===== config.mk =====
export PLATFORM = sky130hd
export DESIGN_NAME = id_operand_unit_flat
export DESIGN_NICKNAME = d
export VERILOG_FILES = /design/src/rtl/id_operand_unit_if.sv /design/src/rtl/id_operand_unit.sv /design/src/flat_wrapper.sv
export SDC_FILE = /design/constraint.sdc
export NUM_CORES = 1
export LEC_CHECK = 0
export CORE_AREA = 2 2 165 167
export CTS_CLUSTER_SIZE = 30
export DETAILED_ROUTE_END_ITERATION = 8
export DIE_AREA = 0 0 167 169
export GPL_ROUTABILITY_DRIVEN = 0
export GPL_TIMING_DRIVEN = 0
export HOLD_SLACK_MARGIN = 0.12
export PLACE_DENSITY = 0.69
export SLEW_MARGIN = 20
export SYNTH_ARGS = -nofsm -noshare
export SYNTH_HDL_FRONTEND = slang
export SYNTH_SLANG_ARGS = --single-unit

===== constraint.sdc =====
create_clock -name clk -period 15 [get_ports clk]
set_input_delay 2.25 -clock clk [delete_from_list [all_inputs] [get_ports clk]]
set_output_delay 2.25 -clock clk [all_outputs]
set_load 0.01 [all_outputs]

===== src/rtl/id_operand_unit_if.sv =====
// Bus bundle for the ID operand stage: IF slot, regfile, writeback/forwarding and
// the operand/branch outputs toward EX and IF. Stage side uses the slave modport.
interface id_operand_unit_if #(
  parameter int NUM_FWD = 2,
  parameter int STALL_W = 6
);
  logic [STALL_W-1:0]    stall;
  logic                  stallreq;
  logic                  if_valid;
  logic [31:0]           if_pc;
  logic [31:0]           inst_sram_rdata;
  logic [4:0]            rf_raddr1;
  logic [4:0]            rf_raddr2;
  logic [31:0]           rf_rdata1;
  logic [31:0]           rf_rdata2;
  logic                  wb_we;
  logic [4:0]            wb_waddr;
  logic [31:0]           wb_wdata;
  logic [NUM_FWD-1:0]    fwd_we;
  logic [5*NUM_FWD-1:0]  fwd_waddr;
  logic [32*NUM_FWD-1:0] fwd_wdata;
  logic [NUM_FWD-1:0]    fwd_rdy;
  logic                  id_valid;
  logic [31:0]           id_pc;
  logic [31:0]           id_inst;
  logic [31:0]           id_rs_val;
  logic [31:0]           id_rt_val;
  logic                  br_e;
  logic [31:0]           br_addr;

  modport master (
    output stall, if_valid, if_pc, inst_sram_rdata, rf_rdata1, rf_rdata2,
           wb_we, wb_waddr, wb_wdata, fwd_we, fwd_waddr, fwd_wdata, fwd_rdy,
    input  stallreq, rf_raddr1, rf_raddr2, id_valid, id_pc, id_inst,
           id_rs_val, id_rt_val, br_e, br_addr
  );

  modport slave (
    input  stall, if_valid, if_pc, inst_sram_rdata, rf_rdata1, rf_rdata2,
           wb_we, wb_waddr, wb_wdata, fwd_we, fwd_waddr, fwd_wdata, fwd_rdy,
    output stallreq, rf_raddr1, rf_raddr2, id_valid, id_pc, id_inst,
           id_rs_val, id_rt_val, br_e, br_addr
  );
endinterface


===== src/rtl/id_operand_unit.sv =====
// MIPS ID stage: IF/ID register with instruction skid, operand forwarding, load-use
// stall and branch resolution. Define ID_PERF_CNT_EN to add stall/branch counters.
module id_operand_unit #(
  parameter int NUM_FWD = 2,
  parameter int STALL_W = 6
) (
  input  logic              clk,
  input  logic              rst,
  id_operand_unit_if.slave  bus
`ifdef ID_PERF_CNT_EN
  ,
  output logic [31:0]       perf_stall_cnt,
  output logic [31:0]       perf_br_cnt
`endif
);

  localparam logic [5:0] OP_SPECIAL = 6'b000000;
  localparam logic [5:0] OP_J       = 6'b000010;
  localparam logic [5:0] OP_JAL     = 6'b000011;
  localparam logic [5:0] OP_BEQ     = 6'b000100;
  localparam logic [5:0] OP_BNE     = 6'b000101;
  localparam logic [5:0] OP_LUI     = 6'b001111;
  localparam logic [5:0] FN_JR      = 6'b001000;

  logic        valid_q, valid_d;
  logic [31:0] pc_q, pc_d;
  logic [31:0] inst_hold_q, inst_hold_d;
  logic        hold_vld_q, hold_vld_d;

  logic [31:0] inst;
  logic [5:0]  op;
  logic        rs_used, rt_used;
  logic [32:0] rs_res, rt_res;
  logic        stallreq;
  logic        taken;
  logic [31:0] target;
  logic [31:0] pc_plus4;
  logic        unused_stall_bits;

  assign unused_stall_bits = ^{bus.stall[0], bus.stall[STALL_W-1:3]};

  // Returns {pending, value}; descending scan lets the lowest channel index win.
  function automatic logic [32:0] resolve(
    input logic [4:0]             addr,
    input logic [31:0]            rf_val,
    input logic [NUM_FWD-1:0]     we,
    input logic [5*NUM_FWD-1:0]   waddr,
    input logic [32*NUM_FWD-1:0]  wdata,
    input logic [NUM_FWD-1:0]     rdy,
    input logic                   wbwe,
    input logic [4:0]             wbaddr,
    input logic [31:0]            wbdata
  );
    logic [31:0] val;
    logic        pend;
    val  = rf_val;
    pend = 1'b0;
    if (wbwe && wbaddr == addr) val = wbdata;
    for (int k = NUM_FWD - 1; k >= 0; k--) begin
      if (we[k] && waddr[5*k +: 5] == addr) begin
        val  = wdata[32*k +: 32];
        pend = !rdy[k];
      end
    end
    if (addr == 5'd0) begin
      val  = 32'd0;
      pend = 1'b0;
    end
    return {pend, val};
  endfunction

  // NOTE: every variable assigned in an always_comb gets a default first, so no path leaves it latched.
  always_comb begin
    valid_d     = valid_q;
    pc_d        = pc_q;
    inst_hold_d = inst_hold_q;
    hold_vld_d  = hold_vld_q;
    if (bus.stall[1] && !bus.stall[2]) begin
      valid_d = 1'b0;
      pc_d    = 32'd0;
    end else if (!bus.stall[1]) begin
      valid_d = bus.if_valid;
      pc_d    = bus.if_pc;
    end
    if (bus.stall[2] && !hold_vld_q) begin
      inst_hold_d = bus.inst_sram_rdata;
      hold_vld_d  = 1'b1;
    end else if (!bus.stall[2]) begin
      hold_vld_d  = 1'b0;
    end
  end

  // NOTE: sequential state uses non-blocking assignments so all flops sample pre-edge values.
  always_ff @(posedge clk or posedge rst) begin
    if (rst) begin
      valid_q     <= 1'b0;
      pc_q        <= 32'd0;
      inst_hold_q <= 32'd0;
      hold_vld_q  <= 1'b0;
    end else begin
      valid_q     <= valid_d;
      pc_q        <= pc_d;
      inst_hold_q <= inst_hold_d;
      hold_vld_q  <= hold_vld_d;
    end
  end

  assign inst     = hold_vld_q ? inst_hold_q : bus.inst_sram_rdata;
  assign op       = inst[31:26];
  assign pc_plus4 = pc_q + 32'd4;

  assign rs_res = resolve(inst[25:21], bus.rf_rdata1, bus.fwd_we, bus.fwd_waddr,
                          bus.fwd_wdata, bus.fwd_rdy, bus.wb_we, bus.wb_waddr, bus.wb_wdata);
  assign rt_res = resolve(inst[20:16], bus.rf_rdata2, bus.fwd_we, bus.fwd_waddr,
                          bus.fwd_wdata, bus.fwd_rdy, bus.wb_we, bus.wb_waddr, bus.wb_wdata);

  always_comb begin
    rs_used  = !(op == OP_J || op == OP_JAL || op == OP_LUI);
    rt_used  = (op == OP_SPECIAL) || (op == OP_BEQ) || (op == OP_BNE) || (op[5:3] == 3'b101);
    stallreq = valid_q && ((rs_used && rs_res[32]) || (rt_used && rt_res[32]));
  end

  always_comb begin
    taken  = 1'b0;
    target = 32'd0;
    unique case (op)
      OP_BEQ, OP_BNE: begin
        taken  = (rs_res[31:0] == rt_res[31:0]) == (op == OP_BEQ);
        target = pc_plus4 + {{14{inst[15]}}, inst[15:0], 2'b00};
      end
      OP_J, OP_JAL: begin
        taken  = 1'b1;
        target = {pc_plus4[31:28], inst[25:0], 2'b00};
      end
      OP_SPECIAL: begin
        taken  = (inst[5:0] == FN_JR);
        target = rs_res[31:0];
      end
      default: ;
    endcase
  end

  assign bus.stallreq  = stallreq;
  assign bus.rf_raddr1 = inst[25:21];
  assign bus.rf_raddr2 = inst[20:16];
  assign bus.id_valid  = valid_q;
  assign bus.id_pc     = pc_q;
  assign bus.id_inst   = valid_q ? inst : 32'd0;
  assign bus.id_rs_val = rs_res[31:0];
  assign bus.id_rt_val = rt_res[31:0];
  assign bus.br_e      = valid_q && !stallreq && taken;
  assign bus.br_addr   = bus.br_e ? target : 32'd0;

`ifdef ID_PERF_CNT_EN
  logic [31:0] stall_cnt_q, stall_cnt_d;
  logic [31:0] br_cnt_q, br_cnt_d;

  always_comb begin
    stall_cnt_d = stallreq ? stall_cnt_q + 32'd1 : stall_cnt_q;
    br_cnt_d    = bus.br_e ? br_cnt_q + 32'd1 : br_cnt_q;
  end

  always_ff @(posedge clk or posedge rst) begin
    if (rst) begin
      stall_cnt_q <= 32'd0;
      br_cnt_q    <= 32'd0;
    end else begin
      stall_cnt_q <= stall_cnt_d;
      br_cnt_q    <= br_cnt_d;
    end
  end

  assign perf_stall_cnt = stall_cnt_q;
  assign perf_br_cnt    = br_cnt_q;
`endif

endmodule


===== src/flat_wrapper.sv =====
// flat-port wrapper written by rule: the top's interface ports become plain ports
module id_operand_unit_flat 
#(
  parameter int NUM_FWD = 2,
  parameter int STALL_W = 6
)
  (clk, rst, bus_stall, bus_if_valid, bus_if_pc, bus_inst_sram_rdata, bus_rf_rdata1, bus_rf_rdata2, bus_wb_we, bus_wb_waddr, bus_wb_wdata, bus_fwd_we, bus_fwd_waddr, bus_fwd_wdata, bus_fwd_rdy, bus_stallreq, bus_rf_raddr1, bus_rf_raddr2, bus_id_valid, bus_id_pc, bus_id_inst, bus_id_rs_val, bus_id_rt_val, bus_br_e, bus_br_addr);
  id_operand_unit_if #(.NUM_FWD(NUM_FWD), .STALL_W(STALL_W)) bus_i ();
  input  logic clk;
  input  logic rst;
  input wire logic [$bits(bus_i.stall)-1:0] bus_stall;
  input wire logic [$bits(bus_i.if_valid)-1:0] bus_if_valid;
  input wire logic [$bits(bus_i.if_pc)-1:0] bus_if_pc;
  input wire logic [$bits(bus_i.inst_sram_rdata)-1:0] bus_inst_sram_rdata;
  input wire logic [$bits(bus_i.rf_rdata1)-1:0] bus_rf_rdata1;
  input wire logic [$bits(bus_i.rf_rdata2)-1:0] bus_rf_rdata2;
  input wire logic [$bits(bus_i.wb_we)-1:0] bus_wb_we;
  input wire logic [$bits(bus_i.wb_waddr)-1:0] bus_wb_waddr;
  input wire logic [$bits(bus_i.wb_wdata)-1:0] bus_wb_wdata;
  input wire logic [$bits(bus_i.fwd_we)-1:0] bus_fwd_we;
  input wire logic [$bits(bus_i.fwd_waddr)-1:0] bus_fwd_waddr;
  input wire logic [$bits(bus_i.fwd_wdata)-1:0] bus_fwd_wdata;
  input wire logic [$bits(bus_i.fwd_rdy)-1:0] bus_fwd_rdy;
  output wire logic [$bits(bus_i.stallreq)-1:0] bus_stallreq;
  output wire logic [$bits(bus_i.rf_raddr1)-1:0] bus_rf_raddr1;
  output wire logic [$bits(bus_i.rf_raddr2)-1:0] bus_rf_raddr2;
  output wire logic [$bits(bus_i.id_valid)-1:0] bus_id_valid;
  output wire logic [$bits(bus_i.id_pc)-1:0] bus_id_pc;
  output wire logic [$bits(bus_i.id_inst)-1:0] bus_id_inst;
  output wire logic [$bits(bus_i.id_rs_val)-1:0] bus_id_rs_val;
  output wire logic [$bits(bus_i.id_rt_val)-1:0] bus_id_rt_val;
  output wire logic [$bits(bus_i.br_e)-1:0] bus_br_e;
  output wire logic [$bits(bus_i.br_addr)-1:0] bus_br_addr;
  assign bus_i.stall = bus_stall;
  assign bus_i.if_valid = bus_if_valid;
  assign bus_i.if_pc = bus_if_pc;
  assign bus_i.inst_sram_rdata = bus_inst_sram_rdata;
  assign bus_i.rf_rdata1 = bus_rf_rdata1;
  assign bus_i.rf_rdata2 = bus_rf_rdata2;
  assign bus_i.wb_we = bus_wb_we;
  assign bus_i.wb_waddr = bus_wb_waddr;
  assign bus_i.wb_wdata = bus_wb_wdata;
  assign bus_i.fwd_we = bus_fwd_we;
  assign bus_i.fwd_waddr = bus_fwd_waddr;
  assign bus_i.fwd_wdata = bus_fwd_wdata;
  assign bus_i.fwd_rdy = bus_fwd_rdy;
  assign bus_stallreq = bus_i.stallreq;
  assign bus_rf_raddr1 = bus_i.rf_raddr1;
  assign bus_rf_raddr2 = bus_i.rf_raddr2;
  assign bus_id_valid = bus_i.id_valid;
  assign bus_id_pc = bus_i.id_pc;
  assign bus_id_inst = bus_i.id_inst;
  assign bus_id_rs_val = bus_i.id_rs_val;
  assign bus_id_rt_val = bus_i.id_rt_val;
  assign bus_br_e = bus_i.br_e;
  assign bus_br_addr = bus_i.br_addr;
  id_operand_unit #(.NUM_FWD(NUM_FWD), .STALL_W(STALL_W)) u_core (.clk(clk), .rst(rst), .bus(bus_i));
endmodule

# == Word-level counts from Yosys, hierarchy flattened ==
# Index checks and enable logic that the tools add are counted.
# totals
inputBits,253
output_inout_bits,173
wordCells,78
register_bits,66
# classes
add_sub_neg,2
mux,25
reduce_logical,30
eq_ne,17
# op_table
cell,n
$mux W32,13
$pmux W32 S3,1
$add A32 B3 Y32 const B,1
$add A32 B32 Y32,1
$eq A32 B32 Y1,1
$eq A5 B5 Y1,6
$logic_and A1 B1 Y1,13
$eq A6 B2 Y1 const B,2
$eq A6 B3 Y1 const B,2
$eq A6 B4 Y1 const B,2
$logic_not A5 Y1,2
$mux W1,10
$logic_not A1 Y1,6
$logic_not A6 Y1,1
$logic_or A1 B1 Y1,6
$ne A2 B1 Y1 const B,2
$reduce_or A2 Y1,2
$eq A3 B3 Y1 const B,1
$pmux W1 S3,1
$eq A1 B1 Y1,1

# == Logic depth before layout (Yosys ltp) ==
# depth
word_depth,13
ltp_mapped,18
ltp_nobuf,18

# == Worst setup path before layout ==
# No wires, ideal clock.
# synth_timing
path_type,input-to-output
start,input bus_inst_sram_rdata[22]
end,output bus_br_addr[22]
path_stages,14
arrival_time_ps,6226
slack_ps,6524
t_required_ps,12750
n_path_buf,3
path_cell_list,mux2_2 > xor2_1 > or4_1 > o21ai_1 > buf_2 > nor2_1 > a222oi_1 > xnor2_1 > nand4_1 > or4_1 > or4_1 > buf_2 > buf_6 > a31oi_1
# synth_between
elab_chain_cells,13
word_cells_on_any_way,26
cone_classes,5 x eq/ne; 11 x mux; 10 x reduce/logical
# synth_rtl
element,line_no,rtl
from (decl),flat_wrapper.sv:14,input wire logic [$bits(bus_i.inst_sram_rdata)-1:0] bus_inst_sram_rdata;
$mux W32 *,id_operand_unit.sv:108,assign inst = hold_vld_q ? inst_hold_q : bus.inst_sram_rdata;
"parallel branches: the longest is 11 deep, another holds $mux W32",-,
$mux W32 *,id_operand_unit.sv:152,assign bus.br_addr = bus.br_e ? target : 32'd0;
to (decl),flat_wrapper.sv:33,output wire logic [$bits(bus_i.br_addr)-1:0] bus_br_addr;
# Every way passes the cells marked *.

# == Worst setup path in the final report ==
# layout_timing
start,input bus_inst_sram_rdata[21]
end,output bus_br_addr[3]
# The elaborated chain is that of the path after synthesis.

==> results.py <==
metrics = {
    "setup_path": {
        "crit-reg2reg-capture": "u_core.inst_hold_q[9]",
        "critPathKind": "in2out",
        "cp.required_ns": 12.75,
        "worstSetupEndpointType": "output pin",
        "cp_max_fo": 10,
        "rr_startpoint": "u_core.hold_vld_q",
        "startpoint_type": "input port",
        "r2r_cells": 7,
        "arrival_ns": 8.84,
        "reg2reg_slack_ns": 12.36,
    },
    "grt": {
        "grt_max_degree": 36,
        "grt_pass1_wl_um": 65270,
        "grt_pass1_vias": 10750,
        "globalRouteTotalUtil": 0.3014,
        "grt_antenna_before_repair": 4,
        "gr-total-overflow": 0,
    },
    "sta": {
        "fmax_mhz": 90.18,
        "fin_crit_ns": 11.09,
        "fin_crit_sh": 0.7392,
        "setup_viol": 0,
        "worst_pin_slew_ns": 1.090,
        "slew_headroom": 0.2658,
        "fin_skew_ns": 0.007784,
        "hold_viol_final": 0,
        "rsz0062_at_grt": "false",
        "drv_slew": 0,
        "tns_ns": 0,
    },
    "routing": {
        "routed_via_density": 5.815,
        "finalWirelength_um": 44770,
        "drt_iter0_markers": 1165,
        "drc_errors": 0,
        "postRouteAntennaNets": 0,
        "drtPass1Iterations": 8,
        "routedWlPerCell_um": 23.48,
        "vias": 11090,
    },
    "min_path": {
        "hp-class": "reg2reg",
        "holdCritStartpoint": "u_core.inst_hold_q[14]",
        "hold_end": "u_core.inst_hold_q[14]",
        "min_path_cells": 1,
    },
    "finish": {
        "drive_gt1_frac": 0.07673,
        "final_nets": 1843,
        "area_delta_synth_final_pct": 55.43,
    },
    "synth": {
        "syn-instance-count": 1128,
        "synth_cell_types": 65,
        "yosysWarnings": 0,
        "synth_edf_count": 0,
        "synth_area_per_cell_um2": 7.881,
        "synth.most_common_cell": "nand2_1",
        "synth_top_area_frac": 0.1858,
        "synthFlopType": "dfrtp_1",
        "syn_area_mm2": 0.008890,
        "yosys-top-cells-count": "nand2_1 (91), o21ai_0 (84), xnor2_1 (77)",
        "synth_fp_nets": 1412,
        "yosys.area.top_type": "dfrtp_1",
        "async_reset_ff_frac": 1.000,
        "synth_area_leaders": "dfrtp_1 (19%), xnor2_1 (7.6%), mux2_2 (7.5%)",
        "synth-seq-cells": 66,
        "yosysSeqAreaShare": 0.1858,
    },
    "clocking": {
        "clockBufferDepth": 2,
        "numCtsBuffers": 9,
        "clock_sinks": 66,
        "insertion_delay_ns": 0.34,
        "clk_transition_reported_paths_ns": 0.06,
        "tritoncts": "yes",
        "hold_buffers": 0,
        "cts_setup_buffers": 0,
        "cts_resized": 0,
        "h-tree-depth": 3,
        "cts_root_buffer": "clkbuf_16",
    },
    "outcome": {
        "status": "completed",
    },
    "pwr": {
        "p_leak_uw": 0.005485,
        "vdd_ir_drop_max_v": 0.00005136,
        "pwr_density_cell_mw_per_mm2": 68.14,
        "finalPower_uw": 941.5,
    },
    "die": {
        "design.portCount": 426,
        "initial_core_util": 0.3355,
        "dieArea_mm2": 0.02822,
        "die_w_um": 167,
        "rows": 60,
        "die_height_um": 169,
        "core_mm2": 0.02650,
    },
    "placement": {
        "port-buffer-count": 419,
        "dp.final_hpwl_um": 37600,
    },
    "run": {
        "drv_cap": 0,
    },
}
## power breakdown
part	switching (uW)	internal, uW
sequential	17.1	197
combinational	271	255
clock	87.8	113
total	376	565
## critical path: stages
cell             delay, ns
clkdlybuf4s50_1       0.44
mux2i_2               0.62
xnor2_1               0.12
nor4_1                0.50
and2_1                0.20
buf_2                 0.23
clkbuf_1              0.46
nor2_1                0.30
a222oi_1              0.91
xnor2_1               0.22
nand4_1               0.13
or4_1                 0.60
or4_1                 0.49
buf_2                 0.21
buf_6                 0.16
a31oi_1               0.35
clkdlybuf4s50_1       0.63
## cell type report
type	instances	area, um2
Clock inverter	7	53.80
Antenna cell	2	5.005
Buffer	76	341.6
Multi-Input combinational cell	914	6626
Inverter	72	272.8
Sequential cell	66	1652
Tap cell	341	426.7
Clock buffer	9	225.2
Fill cell	2563	12680
Timing Repair Buffer	420	4214
## logic make-up (layout without fill, tap and decap cells)
family,count (synthesis),count (layout),share of synthesized area
other cells,0,2,0
flops,66,66,0.1858
fa+ha+maj,31,31,0.04448
compound gates,334,334,0.2671
xor+xnor,103,103,0.1015
buf+inv,148,584,0.06882
simple gates,338,338,0.1970
mux,108,108,0.1353
## cell usage in the layout (no fill, tap or decap), drive strengths merged, types with 38 or more instances in the layout
master and n:
mux2 62, dfrtp 66, xnor2 77, clkdlybuf4s50 419, nor2 38, nand2 91, inv 74, clkbuf 66
nand3 71, o21ai 88, mux2i 46
## state kept, by name, indices dropped and copies added (netlist names)
signal               cells
u_core.hold_vld_q        1
u_core.inst_hold_q      32
u_core.bus.id_pc        32
u_core.bus.id_valid      1
## layer usage
| layer | vias to the layer above | wire (um) | share of wire | global-route usage |
|---|---|---|---|---|
| met5 | - | 13 | 0.00029 | 0 |
| met4 | 2 | 1411 | 0.032 | 0.09708 |
| met3 | 81 | 3687 | 0.082 | 0.06968 |
| met2 | 553 | 22520 | 0.50 | 0.5500 |
| met1 | 5338 | 17130 | 0.38 | 0.3475 |
| li1 | 5116 | - | - | - |
## through the flow
step | cells | worst slack (ns) | hold slack [ns] | area (um2) | util
finish | 1907 | 3.912 | 0.5055 | 13820 | 0.5214
global route | 1906 | 3.604 | 0.5146 | 13810 | 0.5213
CTS | 1905 | 3.909 | 0.5068 | 13810 | 0.5212
detailed placement | 1889 | 3.931 | 0.4922 | 13530 | 0.5107
global placement | 1888 | 3.839 | 0.4802 | 13510 | 0.5098
floorplan | 1128 | 6.524 | 0.4737 | 8890 | -
## how the worst max path moves through the flow
stage	from	endpoint	slack, ns	depth (start not counted)
3_3_place_gp	bus_inst_sram_rdata[21]	bus_br_addr[2]	3.84	17
5_1_grt	bus_inst_sram_rdata[21]	bus_br_addr[3]	3.60	17
3_5_place_dp	bus_inst_sram_rdata[21]	bus_br_addr[3]	3.93	17
2_1_floorplan	bus_inst_sram_rdata[22]	bus_br_addr[22]	6.52	14
4_1_cts	bus_inst_sram_rdata[21]	bus_br_addr[3]	3.91	17
6_report	bus_inst_sram_rdata[21]	bus_br_addr[3]	3.91	17
No activity file was read; power rests on OpenSTA's default activity.
